`config.mk`:
```
export PLATFORM = sky130hd
export DESIGN_NAME = stage_sequencer
export DESIGN_NICKNAME = d
export VERILOG_FILES = /design/src/rtl/cpu_pkg.sv /design/src/rtl/branch_eval.sv /design/src/rtl/stage_sequencer.sv
export SDC_FILE = /design/constraint.sdc
export NUM_CORES = 1
export LEC_CHECK = 0
export BUFFER_PORTS_ARGS = -buffer_cell sky130_fd_sc_hd__buf_4
export CELL_PAD_IN_SITES_DETAIL_PLACEMENT = 1
export CELL_PAD_IN_SITES_GLOBAL_PLACEMENT = 1
export CORE_MARGIN = 8
export CORE_UTILIZATION = 39
export DETAILED_ROUTE_END_ITERATION = 16
export HOLD_SLACK_MARGIN = 0.1
export PLACE_DENSITY_LB_ADDON = 0.1
export SETUP_SLACK_MARGIN = 0.3
export SYNTH_ARGS = -nofsm -noshare
export SYNTH_HDL_FRONTEND = slang
export SYNTH_SLANG_ARGS = --single-unit
```
`constraint.sdc`:
```
create_clock -name clk -period 2.5 [get_ports clk]
set_input_delay 0.125 -clock clk [delete_from_list [all_inputs] [get_ports clk]]
set_output_delay 0.125 -clock clk [all_outputs]
set_load 0.02 [all_outputs]
```
`src/rtl/cpu_pkg.sv`:
```
// Shared opcode map, FSM state encoding and opcode classification helpers
// for the 8-bit core's control path and execute stage.
package cpu_pkg;

    typedef enum logic [2:0] {
        ST_IDLE      = 3'd0,
        ST_FETCH     = 3'd1,
        ST_DECODE    = 3'd2,
        ST_MEMRD     = 3'd3,
        ST_EXECUTE   = 3'd4,
        ST_MEMWR     = 3'd5,
        ST_WRITEBACK = 3'd6,
        ST_HALT      = 3'd7
    } state_e;

    typedef struct packed {
        logic z;
        logic c;
        logic p;
    } flags_t;

    localparam logic [4:0] OP_MOV  = 5'b00000;
    localparam logic [4:0] OP_ADD  = 5'b00001;
    localparam logic [4:0] OP_ADC  = 5'b00010;
    localparam logic [4:0] OP_SUB  = 5'b00011;
    localparam logic [4:0] OP_SBB  = 5'b00100;
    localparam logic [4:0] OP_AND  = 5'b00101;
    localparam logic [4:0] OP_OR   = 5'b00110;
    localparam logic [4:0] OP_XOR  = 5'b00111;
    localparam logic [4:0] OP_NOT  = 5'b01000;
    localparam logic [4:0] OP_INC  = 5'b01001;
    localparam logic [4:0] OP_CMP  = 5'b01010;
    localparam logic [4:0] OP_LD   = 5'b01011;
    localparam logic [4:0] OP_ST   = 5'b01100;
    localparam logic [4:0] OP_JMP  = 5'b01101;
    localparam logic [4:0] OP_BRZ  = 5'b01110;
    localparam logic [4:0] OP_SHL  = 5'b10000;
    localparam logic [4:0] OP_SHR  = 5'b10001;
    localparam logic [4:0] OP_ROL  = 5'b10010;
    localparam logic [4:0] OP_ROR  = 5'b10011;
    localparam logic [4:0] OP_SAR  = 5'b10100;
    localparam logic [4:0] OP_SWP  = 5'b10101;
    localparam logic [4:0] OP_BRC  = 5'b10110;
    localparam logic [4:0] OP_BRP  = 5'b10111;
    localparam logic [4:0] OP_BRNZ = 5'b11000;
    localparam logic [4:0] OP_NEG  = 5'b11001;
    localparam logic [4:0] OP_HLT  = 5'b11111;

    // ALU and shift ops: the only ones that may take a memory operand
    function automatic logic is_alu(input logic [4:0] op);
        return (op <= OP_CMP) || ((op >= OP_SHL) && (op <= OP_SWP)) || (op == OP_NEG);
    endfunction

    function automatic logic needs_mem_rd(input logic [4:0] op, input logic am);
        return (op == OP_LD) || (am && is_alu(op));
    endfunction

    function automatic logic writes_back(input logic [4:0] op);
        return is_alu(op) || (op == OP_LD);
    endfunction

    function automatic logic is_store(input logic [4:0] op);
        return op == OP_ST;
    endfunction

    function automatic logic is_jump(input logic [4:0] op);
        return op == OP_JMP;
    endfunction

    function automatic logic is_branch(input logic [4:0] op);
        return (op == OP_BRZ) || (op == OP_BRC) || (op == OP_BRP) || (op == OP_BRNZ);
    endfunction

    function automatic logic is_ctrl(input logic [4:0] op);
        return is_jump(op) || is_branch(op);
    endfunction

    function automatic logic is_illegal(input logic [4:0] op);
        return (op == 5'b01111) || ((op >= 5'b11010) && (op <= 5'b11110));
    endfunction

endpackage

```
`src/rtl/branch_eval.sv`:
```
// Branch condition evaluation against the latched flag snapshot.
module branch_eval
    import cpu_pkg::*;
(
    input  logic [4:0] opcode,
    input  flags_t     flags,
    output logic       taken
);

    always_comb begin
        taken = 1'b0;
        case (opcode)
            OP_BRZ:  taken = flags.z;
            OP_BRC:  taken = flags.c;
            OP_BRP:  taken = flags.p;
            OP_BRNZ: taken = ~flags.z;
            default: taken = 1'b0;
        endcase
    end

endmodule

```
`src/rtl/stage_sequencer.sv`:
```
// Multi-cycle control FSM: sequences fetch/decode/memory/execute/writeback,
// drives stage enables and PC updates, and tracks halt/illegal/timeout faults.
module stage_sequencer
    import cpu_pkg::*;
#(
    parameter int MEM_TIMEOUT = 16,
    parameter int CNT_W       = 16
) (
    input  logic             clk,
    input  logic             reset,
    input  logic             start,
    input  logic [4:0]       opcode,
    input  logic             am,
    input  logic             mem_ready,
    input  logic             zero_in,
    input  logic             carry_in,
    input  logic             parity_in,
    output logic             fetch_en,
    output logic             decode_en,
    output logic             exec_en,
    output logic             mem_rd_en,
    output logic             mem_wr_en,
    output logic             wb_en,
    output logic             pc_inc,
    output logic             pc_load,
    output logic             halted,
    output logic             illegal_op,
    output logic             mem_fault,
    output logic [2:0]       state,
    output logic [CNT_W-1:0] instr_count
);

    localparam int TMO_W = $clog2(MEM_TIMEOUT + 1);
    localparam logic [TMO_W-1:0] TMO_LAST = TMO_W'(MEM_TIMEOUT - 1);

    state_e            state_q, state_d;
    logic [4:0]        opc_q, opc_d;
    flags_t            flags_q, flags_d;
    logic [TMO_W-1:0]  tmo_q, tmo_d;
    logic              illegal_q, illegal_d;
    logic              fault_q, fault_d;
    logic [CNT_W-1:0]  cnt_q, cnt_d;
    logic [5:0]        stage_en_q, stage_en_d;
    logic              halted_q;
    logic              pc_inc_c, pc_load_c, retire, taken;

    branch_eval u_branch_eval (
        .opcode (opc_q),
        .flags  (flags_q),
        .taken  (taken)
    );

    always_comb begin
        state_d   = state_q;
        opc_d     = opc_q;
        flags_d   = flags_q;
        tmo_d     = '0;
        illegal_d = illegal_q;
        fault_d   = fault_q;
        pc_inc_c  = 1'b0;
        pc_load_c = 1'b0;
        retire    = 1'b0;
        case (state_q)
            ST_IDLE: begin
                if (start) state_d = ST_FETCH;
            end
            ST_FETCH: state_d = ST_DECODE;
            ST_DECODE: begin
                opc_d = opcode;
                if (opcode == OP_HLT) begin
                    state_d = ST_HALT;
                    retire  = 1'b1;
                end else if (needs_mem_rd(opcode, am)) begin
                    state_d = ST_MEMRD;
                end else begin
                    state_d = ST_EXECUTE;
                end
            end
            ST_MEMRD, ST_MEMWR: begin
                // mem_ready takes priority over a timeout on the same cycle
                if (mem_ready) begin
                    if (state_q == ST_MEMRD) begin
                        state_d = ST_EXECUTE;
                    end else begin
                        state_d  = ST_FETCH;
                        pc_inc_c = 1'b1;
                        retire   = 1'b1;
                    end
                end else if (tmo_q == TMO_LAST) begin
                    fault_d = 1'b1;
                    state_d = ST_HALT;
                end else begin
                    tmo_d = tmo_q + 1'b1;
                end
            end
            ST_EXECUTE: begin
                if (writes_back(opc_q)) begin
                    flags_d.z = zero_in;
                    flags_d.c = carry_in;
                    flags_d.p = parity_in;
                    state_d   = ST_WRITEBACK;
                end else if (is_store(opc_q)) begin
                    state_d = ST_MEMWR;
                end else begin
                    state_d = ST_FETCH;
                    retire  = 1'b1;
                    if (is_ctrl(opc_q) && (is_jump(opc_q) || taken)) pc_load_c = 1'b1;
                    else pc_inc_c = 1'b1;
                    illegal_d = illegal_q | is_illegal(opc_q);
                end
            end
            ST_WRITEBACK: begin
                state_d  = ST_FETCH;
                pc_inc_c = 1'b1;
                retire   = 1'b1;
            end
            ST_HALT: state_d = ST_HALT;
            default: state_d = ST_IDLE;
        endcase
        cnt_d = retire ? cnt_q + 1'b1 : cnt_q;
    end

    // Stage enable bit gi belongs to state encoding gi+1 (FETCH..WRITEBACK)
    genvar gi;
    generate
        for (gi = 0; gi < 6; gi++) begin : g_stage_en
            assign stage_en_d[gi] = (state_d == state_e'(3'(gi + 1)));
        end
    endgenerate

    always_ff @(posedge clk) begin
        if (!reset) begin
            state_q    <= ST_IDLE;
            opc_q      <= '0;
            flags_q    <= '0;
            tmo_q      <= '0;
            illegal_q  <= 1'b0;
            fault_q    <= 1'b0;
            cnt_q      <= '0;
            stage_en_q <= '0;
            halted_q   <= 1'b0;
        end else begin
            state_q    <= state_d;
            opc_q      <= opc_d;
            flags_q    <= flags_d;
            tmo_q      <= tmo_d;
            illegal_q  <= illegal_d;
            fault_q    <= fault_d;
            cnt_q      <= cnt_d;
            stage_en_q <= stage_en_d;
            halted_q   <= (state_d == ST_HALT);
        end
    end

    // A reset arriving on an instruction's final cycle suppresses its PC update
    assign pc_inc      = pc_inc_c & reset;
    assign pc_load     = pc_load_c & reset;
    assign fetch_en    = stage_en_q[0];
    assign decode_en   = stage_en_q[1];
    assign mem_rd_en   = stage_en_q[2];
    assign exec_en     = stage_en_q[3];
    assign mem_wr_en   = stage_en_q[4];
    assign wb_en       = stage_en_q[5];
    assign halted      = halted_q;
    assign illegal_op  = illegal_q;
    assign mem_fault   = fault_q;
    assign state       = state_q;
    assign instr_count = cnt_q;

endmodule

```
==> results of run 1 <==
==> power by group <==
group / switching, mW / leakage, nW / internal (mW)
Clock: 0.241 / 0.0542 / 0.250
Sequential: 0.0527 / 0.333 / 0.693
Combinational: 0.193 / 0.629 / 0.147
Total: 0.487 / 1.02 / 1.09
==> routing by layer <==
| metal | vias up | global-route usage | share of wire |
|---|---|---|---|
| met3 | 7 | 0.0469 | 0.049 |
| met1 | 890 | 0.167 | 0.47 |
| met5 | - | 0 | 0 |
| li1 | 940 | - | - |
| met2 | 29 | 0.234 | 0.47 |
| met4 | 0 | 0.0578 | 0.013 |
==> tightest hold or removal path, stage by stage <==
cell	delay (ps)
buf_4	100
nand2_1	90
inv_1	70
==> state kept, by name, indices dropped and copies added (netlist names) <==
name and flops:
flags_q 3, halted 1, illegal_op 1, instr_count 16, mem_fault 1, opc_q 5
stage_en_q 6, state 3, tmo_q 5
==> synth_stat cells (all sizes together), types with 3 or more instances <==
master   n  share of area
nor3     5          0.012
nand3   11          0.027
xnor2    9          0.039
nand4    3         0.0093
inv     13          0.024
a21oi   19          0.047
o21ai   14          0.037
xor2     3          0.013
nand2   20          0.041
dfxtp   41           0.41
or3      6          0.019
ha       3          0.019
a211oi   4          0.015
and3     6          0.019
buf      4          0.017
a31oi    3         0.0093
nor2b    3         0.0093
nand2b   3         0.0093
mux2i    9          0.045
nor2    34          0.063
clkbuf   9          0.017
==> per-stage QoR <==
stage / setup slack [ps] / hold WS (ps)
2_1_floorplan: 406 / 266
5_1_grt: 202 / 127
4_1_cts: 307 / 108
6_report: 354 / 116
3_5_place_dp: 437 / 370
3_3_place_gp: 480 / 357
==> repair_timing <==
| action | CTS | global route |
|---|---|---|
| endpoints found under the setup margin | 1 | 3 |
| setup buffers | 0 | 1 |
| pin swaps | 0 | 1 |
| hold buffers | 3 | 0 |
| resized for setup | 3 | 2 |
| endpoints found under the hold margin | 3 | 0 |
==> final timing paths <==
kind	end	slack, ps	cells past startpoint
min	state[2]	120	3
max	pc_inc	350	6
min reg2reg	tmo_q[0]	450	1
max reg2reg	stage_en_q[3]	440	10
==> kinds of logic after synthesis <==
kind of cell,count (synthesis)
simple gates,99
compound gates,56
flops,41
buf+inv,26
xor+xnor,12
mux,9
fa+ha+maj,3
==> layout make-up <==
class | count | share of cell area
sequential | 41 | 0.326
inverter | 13 | 0.0193
multi-input combinational | 179 | 0.429
timing repair buffer | 50 | 0.151
clock buffer | 7 | 0.0380
tap | 70 | 0.0346
clock inverter | 1 | 0.00198
==> out/metrics.yaml, run 1 <==
start_util: 0.400
worstPathMaxFanout: 8
antenna_found_initial: 0
muxShareOfSynthArea: 0.0446
io_pins: 43
max_stage_delay_ps: 470
ys_seq_area_frac: 0.406
hpwl_um: 3940
die_area_sq_um: 7740
synthesis.area_sq_um: 2020
arrival_ps: 2020
nets: 306
finalHoldViolations: 0
grt_pass1_wl_um: 8750
post_route_cells_drive_above_1_share: 0.220
grt_use_total: 0.143
finalSetupTns_ps: 0
crit_slowest_cell: "dfxtp_1"
cts_sinks: 41
synth.avg_cell_area_sq_um: 8.21
drcViolationCount: 0
final_cells: 361
rsz0062_at_grt: "yes"
crit_start: "opc_q[3]"
synth-edff-count: 0
vias_per_cell: 5.17
cap_viol_max_count: 0
register_area_sq_um: 825
final_cell_mix: "buf_4, dfxtp_1, nor2_1"
die_w_um: 88.0
drt_iter0_markers: 61
design_area_sq_um: 2530
drt_wl_total_um: 5310
final_antenna_net_count: 0
firstDrtPassIters: 4
synth_ff_type: "dfxtp_1"
period_share: 0.858
p_leak_nw: 1.02
numCtsBuffers: 5
synth_compound_area_frac: 0.178
worstSkewPairLatency_ps: 300
syn_inst: 246
crit_chain: "nand2_1, o21ai_1, nand2b_1, o21ai_0, a2111oi_2, buf_4"
gr-total-overflow: 0
h-tree-depth: 2
reg2reg_from: "tmo_q[0]"
status: "complete, no violations"
synthAdderAreaFrac: 0.0186
yosys.area_share.simple: 0.242
cts_buffer_depth: 2
core_area_sq_um: 5040
path_clk_slew_ps: 80
synth.net_count: 262
cp-start-kind: "flop"
setup_violations: 0
power.density_nw_per_um2: 623
num_rows: 26
die_y_um: 88.0
yosys_warnings: 0
critical_path_class: "flop to primary output"
port_buffers: 42
final.setup_skew_ps: 6.08
wl_per_cell_um: 14.7
dp.cells: 349
worstMarginPinSlew_ps: 669
worstPathRequired_ps: 2380
diodes: 0
fin_util: 0.502
num_vias: 1866
globalplace.congestion: 0.809
layout_commonest_cell: "buf_4"
cts_tree: "done"
placedInstanceArea_sq_um: 2380
multi_input_comb_area_sq_um: 1090
ir_worst_vdd_mv: 0.295
yosys_register_bits: 41
maxSlewHeadroom: 0.551
synthArstFlopShare: 0
area_growth_pct: 25.4
hold_path.class: "input port to flop"
grt_pass1_vias: 1899
max_freq_mhz: 466
synthXorXnorAreaFrac: 0.0520
cpLargestDelayFamily: "compound AO/OA/AOI/OAI gates"
power.total_mw: 1.58
grt_max_degree: 19
path_buf_inv: 1
ys_types: 45
worstHoldStart: "reset"
period_minus_slack_ps: 2150
endpoint_kind: "primary output"
num-fill-cells: 626
clockRootBuffer: "clkbuf_8"
synth_top_family_by_area: "simple AND/OR/NAND/NOR gates"
report.final.slew_viol_count: 0
No activity file was read; power rests on OpenSTA's default activity.
==> run 2: changes to the inputs <==
--- a/config.mk
+++ b/config.mk
@@ -9,7 +9,7 @@
 export CELL_PAD_IN_SITES_DETAIL_PLACEMENT = 1
 export CELL_PAD_IN_SITES_GLOBAL_PLACEMENT = 1
 export CORE_MARGIN = 8
-export CORE_UTILIZATION = 39
+export CORE_UTILIZATION = 42
 export DETAILED_ROUTE_END_ITERATION = 16
 export HOLD_SLACK_MARGIN = 0.1
 export PLACE_DENSITY_LB_ADDON = 0.1
==> constraint.sdc (replaced) <==
create_clock -name clk -period 2.7 [get_ports clk]
set_input_delay 0.135 -clock clk [delete_from_list [all_inputs] [get_ports clk]]
set_output_delay 0.135 -clock clk [all_outputs]
set_load 0.02 [all_outputs]
==> run 2 against run 1 <==
Power fell by 3.7%. Non-clock buffer count fell by 3. Critical endpoint unchanged. Largest power group unchanged. Hold slack improved by 4.0 ps. Critical path type unchanged.
==> out/metrics.yaml, run 2 (synthesized netlist as in run 1, its figures left out) <==
critical_path_class: "flop to primary output"
numCtsBuffers: 5  # unchanged
diodes: 0  # unchanged
area_growth_pct: 24.4
hpwl_um: 3990  # +1.4%
p_comb_frac: 0.198  # -0.018
num_rows: 25  # -3.8%
num_vias: 1891  # +1.3%
power.density_nw_per_um2: 605  # -2.9%
final_antenna_net_count: 0  # unchanged
final.setup_skew_ps: 8.17  # +2.09 ps
clockPowerShare: 0.341  # +0.030
reg2reg_from: "state[2]"
grt_pass1_wl_um: 9120  # +4.3%
h-tree-depth: 2  # unchanged
layout_commonest_cell: "buf_4"
num-fill-cells: 583  # -6.9%
period_minus_slack_ps: 2260
setup_violations: 0  # unchanged
grt_use_total: 0.155  # +0.0119
ir_worst_vdd_mv: 0.251  # -15%
vias_per_cell: 5.53  # +7.0%
worstSkewPairLatency_ps: 300  # about the same
grt_max_degree: 18  # -1
largest_reg_flops: 16  # unchanged
port_buffers: 42  # unchanged
io_pins: 43  # unchanged
crit_start: "opc_q[0]"
crit_chain: "mux2i_1, o31ai_1, a21oi_1, o21ai_0, a2111oi_1, buf_4"
preCtsSetupSlack_ps: 487  # +50.4 ps
nets: 303  # -0.98%
maxSlewHeadroom: 0.633  # +0.0828
drt_wl_total_um: 5360  # +1.0%
path_buf_inv: 1  # unchanged
hold_path.class: "input port to flop"
holdWs_ps: 120  # +3.96 ps
gr-total-overflow: 0  # unchanged
die_y_um: 85.3  # -3.0%
cts_buffer_depth: 2  # unchanged
layout_setup_ws_ps: 444  # +90.1 ps
p_seq_frac: 0.461  # -0.012
wl_per_cell_um: 15.7  # +6.6%
status: "complete, no violations"
worstPathRequired_ps: 2570  # +190 ps
p_leak_nw: 1.01  # -1.0%
worstMarginPinSlew_ps: 549  # -120 ps
reg2reg_to: "instr_count[13]"
endpoint_kind: "primary output"
globalplace.congestion: 0.856  # +5.8%
final_cell_mix: "buf_4, dfxtp_1, nor2_1"
arrival_ps: 2120  # +100 ps
period_share: 0.836
crit_path_end: "pc_inc"
p_sw_uw: 448  # -8.0%
antenna_found_initial: 0  # unchanged
grt_pass1_vias: 1919  # +1.1%
cp-start-kind: "flop"
report.final.slew_viol_count: 0  # unchanged
cpLargestDelayFamily: "compound AO/OA/AOI/OAI gates"
drcViolationCount: 0  # unchanged
rsz0062_at_grt: "no"
drt_iter0_markers: 78  # +28%
core_area_sq_um: 4690  # -6.9%
worstPathMaxFanout: 7  # -1
max_freq_mhz: 443
finalSetupTns_ps: 0  # unchanged
reg2reg_slack_ps: 510  # +70 ps
die_area_sq_um: 7280  # -5.9%
post_route_cells_drive_above_1_share: 0.215  # -0.00465
postCtsSetupRepairBufs: 0  # unchanged
cp_num_cells: 6  # unchanged
crit_slowest_cell: "a2111oi_1"
cts_sinks: 41  # unchanged
cts_tree: "done"
die_w_um: 85.3  # -3.0%
start_util: 0.430  # +0.0299
finalHoldViolations: 0  # unchanged
power.total_mw: 1.52  # -3.7%
max_stage_delay_ps: 480  # about the same
path_clk_slew_ps: 80  # about the same
cap_viol_max_count: 0  # unchanged
firstDrtPassIters: 4  # unchanged
r2r.worst_path.cells: 6  # -4
swShare: 0.295  # -0.0137
internal-power_mw: 1.07  # -1.8%
clockRootBuffer: "clkbuf_8"
[run 2: cell count changes in the layout (fill, tap and decap cells not counted), sizes merged]
cell,delta
bufinv,+1
clkinvlp,+1
buf,-3
clkbuf,-1
clkinv,-1
[run 2: cell type report]
class	count	area, sq um	area share
Inverter	13	48.8	0.0194
Timing Repair Buffer	47	360	0.143
Sequential cell	41	825	0.328
Clock inverter	2	37.5	0.0149
Tap cell	54	67.6	0.0269
Clock buffer	6	82.6	0.0329
Multi-Input combinational cell	179	1090	0.434
[run 2: what timing repair did]
item / in CTS / in global routing
hold endpoints to repair: 3 / 0
pin swaps: 0 / 0
setup endpoints to repair: 1 / 7
hold buffers: 3 / 0
resized for setup: 1 / 6
[run 2: worst min path at each step]
| stage | from | endpoint | slack, ps | depth (start not counted) |
|---|---|---|---|---|
| 6_report | reset | state[2] | 120 | 3 |
| 5_1_grt | reset | state[2] | 130 | 3 |
| 4_1_cts | reset | state[2] | 110 | 3 |
| 3_5_place_dp | zero_in | flags_q[2] | 380 | 3 |
| 3_3_place_gp | zero_in | flags_q[2] | 370 | 3 |
| 2_1_floorplan | reset | state[2] | 280 | 2 |
[run 2: per-stage QoR]
stage	utilization	cell area [sq um]	std cells
2_1_floorplan	-	2020	246
3_3_place_gp	0.501	2350	331
3_5_place_dp	0.501	2350	331
4_1_cts	0.533	2500	342
5_1_grt	0.535	2510	342
6_report	0.535	2510	342
[run 2: tightest hold or removal path, stage by stage]
cell and delay (ps):
buf_4 100, nand2_1 80, inv_1 70
[run 2: power groups by stage]
stage	Sequential, mW	Clock (mW)	Combinational, mW
2_1_floorplan	0.700	0	0.209
3_3_place_gp	0.709	0	0.289
3_5_place_dp	0.710	0	0.294
4_1_cts	0.697	0.536	0.302
5_1_grt	0.707	0.565	0.332
6_report	0.700	0.518	0.301
[run 2: layer usage]
| metal | part of all wire | GRT usage | vias up |
|---|---|---|---|
| li1 | - | - | 932 |
| met1 | 0.43 | 0.172 | 914 |
| met2 | 0.50 | 0.269 | 36 |
| met3 | 0.044 | 0.0454 | 9 |
| met4 | 0.017 | 0.0637 | 0 |
| met5 | 0 | 0 | - |
